===== src/rtl/sevseg_display_arbiter.sv =====
// Two-requester round-robin arbiter for a shared 4-digit seven-segment driver.
// A granted word is latched, acknowledged and held on in0..in3 for at least DWELL cycles.
module sevseg_display_arbiter #(
    parameter int         DWELL     = 50_000_000,
    parameter int         DW        = 26,
    parameter logic [4:0] IDLE_CODE = 5'd17
) (
    input  logic        clk,
    input  logic        rst_n,
    input  logic        req0,
    input  logic [19:0] data0,
    input  logic        req1,
    input  logic [19:0] data1,
    output logic        ack0,
    output logic        ack1,
    output logic [4:0]  in0,
    output logic [4:0]  in1,
    output logic [4:0]  in2,
    output logic [4:0]  in3,
    output logic [1:0]  owner,
    output logic        busy
);

    typedef enum logic [1:0] {IDLE, SHOW0, SHOW1} state_t;

    state_t        state, state_nxt;
    logic [DW-1:0] cnt, cnt_nxt;
    logic          last;
    logic          grant0, grant1, release_disp;

    always_comb begin
        state_nxt    = state;
        cnt_nxt      = cnt;
        grant0       = 1'b0;
        grant1       = 1'b0;
        release_disp = 1'b0;
        case (state)
            // last == 1 means requester 1 was served last, so requester 0 wins a tie
            IDLE: begin
                if (req0 && (!req1 || last)) grant0 = 1'b1;
                else if (req1)               grant1 = 1'b1;
            end
            SHOW0: begin
                if (cnt != '0)   cnt_nxt = cnt - DW'(1);
                else if (req1)   grant1 = 1'b1;
                else if (req0)   grant0 = 1'b1;
                else             release_disp = 1'b1;
            end
            SHOW1: begin
                if (cnt != '0)   cnt_nxt = cnt - DW'(1);
                else if (req0)   grant0 = 1'b1;
                else if (req1)   grant1 = 1'b1;
                else             release_disp = 1'b1;
            end
            default: release_disp = 1'b1;
        endcase
        if (grant0) begin
            state_nxt = SHOW0;
            cnt_nxt   = DW'(DWELL - 1);
        end else if (grant1) begin
            state_nxt = SHOW1;
            cnt_nxt   = DW'(DWELL - 1);
        end else if (release_disp) begin
            state_nxt = IDLE;
        end
    end

    always_ff @(posedge clk or negedge rst_n) begin
        if (!rst_n) begin
            state <= IDLE;
            cnt   <= '0;
            last  <= 1'b1;
            ack0  <= 1'b0;
            ack1  <= 1'b0;
            in0   <= IDLE_CODE;
            in1   <= IDLE_CODE;
            in2   <= IDLE_CODE;
            in3   <= IDLE_CODE;
            owner <= 2'b00;
            busy  <= 1'b0;
        end else begin
            state <= state_nxt;
            cnt   <= cnt_nxt;
            ack0  <= grant0;
            ack1  <= grant1;
            if (grant0) begin
                {in3, in2, in1, in0} <= data0;
                owner <= 2'b01;
                busy  <= 1'b1;
                last  <= 1'b0;
            end else if (grant1) begin
                {in3, in2, in1, in0} <= data1;
                owner <= 2'b10;
                busy  <= 1'b1;
                last  <= 1'b1;
            end else if (release_disp) begin
                {in3, in2, in1, in0} <= {4{IDLE_CODE}};
                owner <= 2'b00;
                busy  <= 1'b0;
            end
        end
    end

endmodule


===== config.mk =====
export PLATFORM = sky130hd
export DESIGN_NAME = sevseg_display_arbiter
export DESIGN_NICKNAME = d
export VERILOG_FILES = /design/src/rtl/sevseg_display_arbiter.sv
export SDC_FILE = /design/constraint.sdc
export NUM_CORES = 1
export LEC_CHECK = 0
export ABC_CLOCK_PERIOD_IN_PS = 6400
export BUFFER_PORTS_ARGS = -buffer_cell sky130_fd_sc_hd__buf_4
export CAP_MARGIN = 5
export CORE_ASPECT_RATIO = 2
export CORE_MARGIN = 2
export CORE_UTILIZATION = 60
export CTS_BUF_LIST = sky130_fd_sc_hd__clkbuf_2
export DETAILED_ROUTE_END_ITERATION = 8
export PLACE_DENSITY = 0.91
export SLEW_MARGIN = 5
export SYNTH_ARGS = -nofsm -noshare
export SYNTH_HDL_FRONTEND = slang
export SYNTH_SLANG_ARGS = --single-unit

===== constraint.sdc =====
create_clock -name clk -period 6.4 [get_ports clk]
set_input_delay 0 -clock clk [delete_from_list [all_inputs] [get_ports clk]]
set_output_delay 0 -clock clk [all_outputs]
set_load 0.05 [all_outputs]

Word level (Yosys, flattened, before mapping)

Cells that the tools add are included.

Register bits: 52
Input bits: 44
Output and inout bits: 25
Logic and storage cells: 64

Add/sub/neg operators: 1
Equal/unequal tests: 2
Muxes and demuxes: 40
Reduce and logical (&&, ||, !) cells: 11

Operators by type and width:

| kind                    | count |
|---|---|
| $mux W26                | 4 |
| $mux W5                 | 9 |
| $reduce_bool A26 Y1     | 1 |
| $sub A26 B1 Y26 const B | 1 |
| $mux W1                 | 21 |
| $pmux W1 S3             | 3 |
| $reduce_bool A3 Y1      | 3 |
| $mux W2                 | 3 |
| $eq A2 B1 Y1 const B    | 1 |
| $eq A2 B2 Y1 const B    | 1 |
| $logic_not A2 Y1        | 1 |
| $reduce_and A2 Y1       | 1 |
| $reduce_bool A2 Y1      | 1 |
| $reduce_or A2 Y1        | 1 |
| $logic_and A1 B1 Y1     | 1 |
| $logic_not A1 Y1        | 1 |
| $logic_or A1 B1 Y1      | 1 |

Logic depth before layout (Yosys ltp)

Gate-level depths: netlist (run 1).

Word-level depth: 7
Mapped depth: 9
Mapped depth without buffers: 8

Worst setup path before layout (run 1)

Ideal clock, no wire load.

Kind: register to register
Start: reg state[1]
End: reg cnt[1]
Setup time: 0.139 ns
Data arrival time: 2.592 ns
Data required time: 6.261 ns
Path slack: 3.670 ns
Cell stages (with the launch flop): 10
Buffers on the path: 1
Clock period less this slack: 2.730 ns
Path through: dfrtp_1 -> inv_1 -> ha_1 -> nor2b_1 -> o21a_1 -> and4_1 -> o21ai_1 -> inv_1 -> buf_2 -> or4_1

Longest elaborated chain between the ends: 4
Elaborated cells on any way between the ends: 11
Classes of those cells: 2 x eq/ne; 4 x mux; 5 x reduce/logical

RTL lines:

| element                                    | line | text |
|---|---|---|
| start: declaration                         | 26   | `state_t state, state_nxt;` |
| start signal: assignment                   | 82   | `state <= state_nxt;` |
| $eq A2 B2 Y1, or another cell as far along | 37   | `case (state)` |
| $pmux W1 S3 *                              | 37   |  |
| named net grant0                           | 29   | `logic grant0, grant1, release_disp;` |
| $reduce_bool A3 Y1 (no line)               | --   |  |
| $reduce_and A2 Y1 (no line)                | --   |  |
| end signal: assignment                     | 83   | `cnt <= cnt_nxt;` |
| end: declaration                           | 27   | `logic [DW-1:0] cnt, cnt_nxt;` |

The timed path passes the listed nets; every way through them passes the cells marked *.
A chain may end at the register's enable or synchronous reset.

Final worst setup path (run 1)

Start: reg cnt[18]
End: reg in0[4]

Longest elaborated chain between the ends: 5
Elaborated cells on any way between the ends: 13
Classes of those cells: 11 x mux; 2 x reduce/logical

RTL lines:

| element                           | line   | text |
|---|---|---|
| $reduce_bool A26 Y1 *             | 44, 50 |  |
| $mux W1, on equally long branches | 50, 44 |  |
| $pmux W1 S3                       | 37     |  |
| $mux W5                           | 91     | `end else if (grant1) begin` |
| $mux W5                           | 86     | `if (grant0) begin` |
| end signal: assignment            | 87     | `{in3, in2, in1, in0} <= data0;` |
| end signal: assignment            | 92     | `{in3, in2, in1, in0} <= data1;` |
| end signal: assignment            | 97     | `{in3, in2, in1, in0} <= {4{IDLE_CODE}};` |
| end: declaration                  | 16     | `output logic [4:0] in0,` |

Mark *: on every way between the ends. The rest lies on a longest branch, timed or not.

==> summary.txt, run 1 <==
Outcome: completed
Worst path slowest cell: and4_1
Highest metal used: met4
Antenna violations before repair: 0
Post-route clock period utilization: 55.1%
Clock tree from TritonCTS: done
Setup-failing EPs final: 0
# port buffers: 68
Placed cell count: 398
GPL Wtd Cong: 0.865
Setup Fix Bufs, Post-CTS: 0
Detailed Place HPWL: 5690 um
Logic pwr share: 60.1%
Final setup TNS: 0 ps
Final Skew: 26.0 ps
Register Area: 1310 um2
Power density cells: 396 nW/um2
Post-synthesis mux area share: 0%
CTS Sinks: 52
Switching Fraction: 48.2%
Total gr overflow: 0
Routed WL per cell: 23.2 um
Core Util, Final: 81.8%
Syn Area/Cell: 10.1 um2
DR vias: 3272
Largest net degree at the start of global routing: 53
Main combinational cell family by area after synthesis: simple AND/OR/NAND/NOR gates
Compound-cell area share of the yosys netlist: 24.0%
Fill cells: 236
DIE AREA: 5580 um2
CP Cell Sequence: or4_1 -> nor4_1 -> and4_1 -> o21ai_0 -> o221a_2 -> dlygate4sd3_1
Hold Worst Slack: 47.5 ps
Post-synth EDFFs: 0
Int Power: 809 uW
Fin crit period: 3530 ps
DRC: 0
Headroom to the max-slew limit: 22.8%
Most common cell after layout, fill and taps aside: buf_4
N_diodes: 0
Startpoint type of the worst setup path: flip-flop
Reg2reg end: in0[4]$_DFFE_PN1P_
Post-synthesis net count: 345
Net Switching: 753 uW
Final Max Slew Viols: 0
Worst min path class: in2async
Clk Latency, worst-skew pair: 470 ps
Leak pwr: 1.69 nW
Area growth, synth to finish: 32.4%
Metal2 WL: 5240 um
Vias per cell: 7.29
Netlist cell types: 46
All-Layer GR Usage: 39.5%
Clk pwr share: 8.7%
M1 WL: 3670 um
CTS HTree Levels: 2
Number of max-cap violations: 0
Part of the power in registers: 31.2%
Slowest cell delay on critical path: 770 ps
I/O pin cnt: 69
CTS max path bufs: 2
Ys Warns: 0
Synth Area in Adders: 2.52%
Core area: 4820 um2
Post-synthesis xor/xnor area fraction: 0%
Crit Path Max Fanout: 21
Area of the multi-input gates: 1520 um2
Mapped Cells: 295
First-pass GRT wire length: 16400 um
Drt first pass iters: 6
RSZ-0062 raised after global routing: false
Depth of the worst register-to-register path: 6
Post-CTS resize count: 0
Crit Path Category: reg2reg
Met3 wire length: 940 um
DR iter-0 viols: 250
Mapped cell area: 2980 um2
Number of global-route vias before repair: 3238
Synth Flop Type: dfrtp_1
Non-filler cells, final: 449
CTS root buf: clkbuf_2
Asr flop ratio synth: 100%
Routed WL: 10400 um
Starting Density: 61.8%
Yosys reg bits: 52
Die width: 53.8 um
FP Rows: 36
CP endpoint kind: flip-flop
Arr. time, crit path: 3940 ps
Seq/Total Area, Yosys: 44.1%
Nets: 441
WP data required: 6820 ps
Worst-Margin Slew: 1160 ps
FMAX: 284 MHz
Most frequent cells in the layout: 71 x buf_4, 43 x dfrtp_1, 43 x dlygate4sd3_1
Hold Violations, Final: 0
Final ANT Viol Nets: 0
R2R setup slack: 2870 ps
Area share of and/or/nand/nor cells after synthesis: 24.4%
Reg clk slew, reported paths: 260 ps
Die height: 104 um
CTS Buf Count: 5
Worst R2R Start: cnt[18]$_DFFE_PN0P_
Maximum vdd drop: 0.000353 V
Share of cells above drive strength 1: 27.6%
[synth_stat cells (2+ instances only)]
cell	count	area, um2
dfrtp_1	43	1080
or4_1	21	158
o31ai_1	19	143
clkbuf_1	18	67.6
nand4_1	18	113
o211a_1	14	140
o21ai_0	14	70.1
a221o_1	12	120
nor2_1	12	45.0
or3_1	11	68.8
nand3_1	10	50.1
dfstp_2	9	236
inv_1	9	33.8
nor4_1	9	56.3
o221a_2	8	90.1
a211oi_1	7	52.6
ha_1	6	75.1
nor3_1	6	30.0
a21oi_1	5	25.0
nand2_1	5	18.8
or2_2	5	31.3
buf_2	4	20.0
nor2b_1	3	18.8
and2_1	2	12.5
and4_1	2	17.5
or4_4	2	22.5
or4b_1	2	20.0
[critical path, delay by kind of cell (launching register included)]
| kind | cells | cell delay, ps |
|---|---|---|
| simple gates | 3 | 2000 |
| flops | 1 | 470 |
| compound gates | 2 | 430 |
| buf+inv | 1 | 590 |
[flip-flops by register name, summed over array words and instances, names as in the netlist]
register and count:
in3 5, busy 1, last 1, cnt 26, state 2, ack0 1, in2 5, in1 5
ack1 1, in0 5
[cells by family after synthesis]
family | after synthesis
flip-flops | 52
AO/OA/AOI/OAI | 88
adder cells (fa/ha/maj) | 6
buffers and inverters | 35
AND/OR/NAND/NOR | 114
[power groups by stage]
stage / Clock [mW] / Combinational [mW] / Sequential (mW)
after global placement: 0 / 0.750 / 0.479
final: 0.135 / 0.939 / 0.487
after global routing: 0.145 / 0.979 / 0.493
after detailed placement: 0 / 0.764 / 0.484
after CTS: 0.132 / 0.888 / 0.477
after floorplan: 0 / 0.315 / 0.710
[what timing repair did]
action	4_1_cts	5_1_grt
hold buffers	43	0
endpoints found under the setup margin	0	0
endpoints found under the hold margin	73	0
[routing by layer]
metal / GRT usage [%] / vias to the layer above
met4: 23.1 / 0
li1: - / 1376
met3: 11.0 / 71
met1: 47.0 / 1546
met2: 60.9 / 279
met5: 0 / -
[how the worst max path moves through the flow]
stage / start / end / cells after the start
floorplan: state[1]$_DFFE_PN0P_ / cnt[1]$_DFFE_PN0P_ / 9
global placement: cnt[18]$_DFFE_PN0P_ / cnt[5]$_DFFE_PN0P_ / 5
detailed placement: cnt[18]$_DFFE_PN0P_ / cnt[13]$_DFFE_PN0P_ / 5
CTS: cnt[18]$_DFFE_PN0P_ / in0[4]$_DFFE_PN1P_ / 6
global route: cnt[18]$_DFFE_PN0P_ / in0[4]$_DFFE_PN1P_ / 6
finish: cnt[18]$_DFFE_PN0P_ / in0[4]$_DFFE_PN1P_ / 6
[cell type report]
type	instances	area share, %
inverter	10	0.952
sequential	52	33.3
clock inverter	1	0.0952
tap	57	1.81
timing repair buffer	114	24.4
clock buffer	7	0.889
multi-input combinational	208	38.5
[per-stage QoR]
step | worst slack [ps] | total power, mW | instance area (um2)
after floorplan | 3670 | 1.03 | 2980
after CTS | 3110 | 1.50 | 3940
after global routing | 2550 | 1.62 | 3940
after detailed placement | 3290 | 1.25 | 3470
after global placement | 3400 | 1.23 | 3470
final | 2870 | 1.56 | 3940
Note: power is estimated with default switching activity, not from simulation.
==> inputs of run 2 (changes only) <==
Settings changed: ABC_CLOCK_PERIOD_IN_PS 6400 to 2880, CORE_UTILIZATION 60 to 50, PLACE_DENSITY 0.91 to 0.81.
Clock period 6.4 ns to 2.88 ns, I/O delays scaled along.
==> run 2 against run 1 <==
Utilization fell by 11 points. Combinational power rose by 93%. Clock skew fell by 11 ps. Routed wire length fell by 14%. Final area rose by 1.9%. Power rose by 100%. Fmax rose by 27%. Critical path type unchanged. Critical endpoint is now in1[3]$_DFFE_PN0P_. Largest power group unchanged.
==> summary.txt, run 2 (synthesized netlist as in run 1, its figures left out) <==
Placed cell count: 409 (+2.8%)
Non-filler cells, final: 460 (+2.4%)
All-Layer GR Usage: 28.3% (-11 points)
CTS Sinks: 52 (unchanged)
Reg clk slew, reported paths: 250 ps (about the same)
FMAX: 360 MHz (+27%)
Starting Density: 52.2% (-9.6 points)
Worst-Margin Slew: 675 ps (-482 ps)
CTS root buf: clkbuf_2
Number of global-route vias before repair: 3001 (-7.3%)
N_diodes: 0 (unchanged)
Most common cell after layout, fill and taps aside: buf_4
Hold Violations, Final: 0 (unchanged)
Final Instance Area: 4020 um2 (+1.9%)
I/O pin cnt: 69 (unchanged)
Routed WL: 8970 um (-14%)
DRC: 0 (unchanged)
Final ANT Viol Nets: 0 (unchanged)
Most frequent cells in the layout: 77 x buf_4, 43 x dfrtp_1, 43 x dlygate4sd3_1
Total power draw: 3.18 mW (+100%)
Slowest cell delay on critical path: 680 ps (-90 ps)
Total gr overflow: 0 (unchanged)
Die width: 58.6 um (+8.8%)
DP Area: 3540 um2 (+2.0%)
CP endpoint kind: flip-flop
Setup Fix Bufs, Post-CTS: 0 (unchanged)
DR iter-0 viols: 237 (-5.2%)
Crit Path Category: reg2reg
WP data required: 3300 ps (-3520 ps)
Nets: 448 (+1.6%)
CTS max path bufs: 2 (unchanged)
Worst min path class: in2async
Post-route clock period utilization: 96.5% (+41 points)
DIE AREA: 6630 um2 (+19%)
Startpoint type of the worst setup path: flip-flop
Final Max Slew Viols: 0 (unchanged)
Biggest register: cnt
Worst Path Buf+Inv: 0 (-1)
Worst path slowest cell: or4_1
Leak pwr: 1.73 nW (+2.0%)
Headroom to the max-slew limit: 55.0% (+32 points)
Setup-failing EPs final: 0 (unchanged)
CTS Buf Count: 5 (unchanged)
Drt first pass iters: 4 (-2)
Core area: 5710 um2 (+18%)
Routed WL per cell: 19.5 um (-16%)
Crit Path Max Fanout: 12 (-43%)
Die height: 113 um (+9.2%)
# port buffers: 68 (unchanged)
CP Cell Sequence: or4_1 -> or4_1 -> nor4_4 -> o211a_2 -> a221o_1
Vias per cell: 6.47 (-11%)
DR vias: 2978 (-9.0%)
Maximum vdd drop: 0.000926 V (+160%)
Antenna violations before repair: 0 (unchanged)
FP Rows: 39 (+8.3%)
RSZ-0062 raised after global routing: true
Arr. time, crit path: 3200 ps (-740 ps)
Outcome: completed
Power density cells: 792 nW/um2 (+100%)
Max reg flops: 26 (unchanged)
Clk Latency, worst-skew pair: 460 ps (about the same)
Fin crit period: 2780 ps (-747 ps)
GPL Wtd Cong: 0.807 (-6.7%)
Area growth, synth to finish: 34.8%
Most used cell, CP: or4_1
Cell family with most CP delay: simple AND/OR/NAND/NOR gates
Number of max-cap violations: 0 (unchanged)
CTS HTree Levels: 2 (unchanged)
First-pass GRT wire length: 14500 um (-12%)
Final Skew: 14.7 ps (-11.3 ps)
Clock tree from TritonCTS: done
Detailed Place HPWL: 5610 um (-1.4%)
Share of cells above drive strength 1: 29.6% (+2.0 points)
Largest net degree at the start of global routing: 53 (unchanged)
[run 2: cell types whose count changed in the layout (fill, tap and decap cells not counted)]
cell      previous run  this run
clkinv_1             1         0
buf_4               71        77
buf_12               0         1
nor2_2               0         1
o211a_2              0         1
o211a_1             14        13
nor2_1              12        11
clkinv_2             0         1
[run 2: final timing paths]
check	from	to	slack [ps]	cells past startpoint
setup / recovery	cnt[18]$_DFFE_PN0P_	in1[3]$_DFFE_PN0P_	100	5
hold / removal	rst_n	in0[1]$_DFFE_PN0P_	70	2
setup reg to reg	cnt[18]$_DFFE_PN0P_	in1[3]$_DFFE_PN0P_	100	5
hold reg to reg	last$_DFFE_PN1P_	last$_DFFE_PN1P_	530	2
max in group asynchronous	rst_n	cnt[16]$_DFFE_PN0P_	2350	2
min in group clk	req0	state[1]$_DFFE_PN0P_	220	5
[run 2: per-stage QoR]
step	setup WS [ps]	setup TNS, ps	hold slack (ps)	utilization, %
after global placement	153	0	67.8	62.0
after CTS	49.1	0	72.3	70.3
final	102	0	71.6	70.3
after global routing	-7.77	-10.6	86.7	70.3
after detailed placement	73.9	0	77.1	62.0
after floorplan	150	0	-296	-
[run 2: cell type report]
| class | instances | area (um2) |
|---|---|---|
| well taps | 61 | 76.3 |
| flip-flops and latches | 52 | 1310 |
| clock buffers | 7 | 35.0 |
| clock inverters | 1 | 5.00 |
| fillers | 413 | 1690 |
| multi-input cells | 208 | 1520 |
| inverters | 10 | 37.5 |
| repair buffers | 121 | 1030 |
[run 2: routing by layer]
metal / part of all wire, % / GRT usage (%) / routed length (um)
met3: 5.0 / 4.23 / 450
met4: 1.9 / 9.70 / 171
met2: 55 / 51.8 / 4950
met1: 38 / 32.1 / 3400
met5: 0 / 0 / 0
[run 2: worst reg2reg max path: cells and delay by family, from the launching register on]
| kind | cells | cell delay [ps] |
|---|---|---|
| AO/OA/AOI/OAI | 2 | 650 |
| flip-flops | 1 | 470 |
| AND/OR/NAND/NOR | 3 | 1630 |
[run 2: power breakdown]
part | switching (mW) | internal (mW) | total (mW)
clock network | 0.237 | 0.0660 | 0.303
logic | 1.20 | 0.605 | 1.81
registers | 0.121 | 0.950 | 1.07
[run 2: repair_timing]
| action | in CTS | in global routing |
|---|---|---|
| resized for setup | 0 | 2 |
| endpoints found under the hold margin | 73 | 0 |
| hold buffers | 43 | 0 |
| setup endpoints to repair | 0 | 22 |
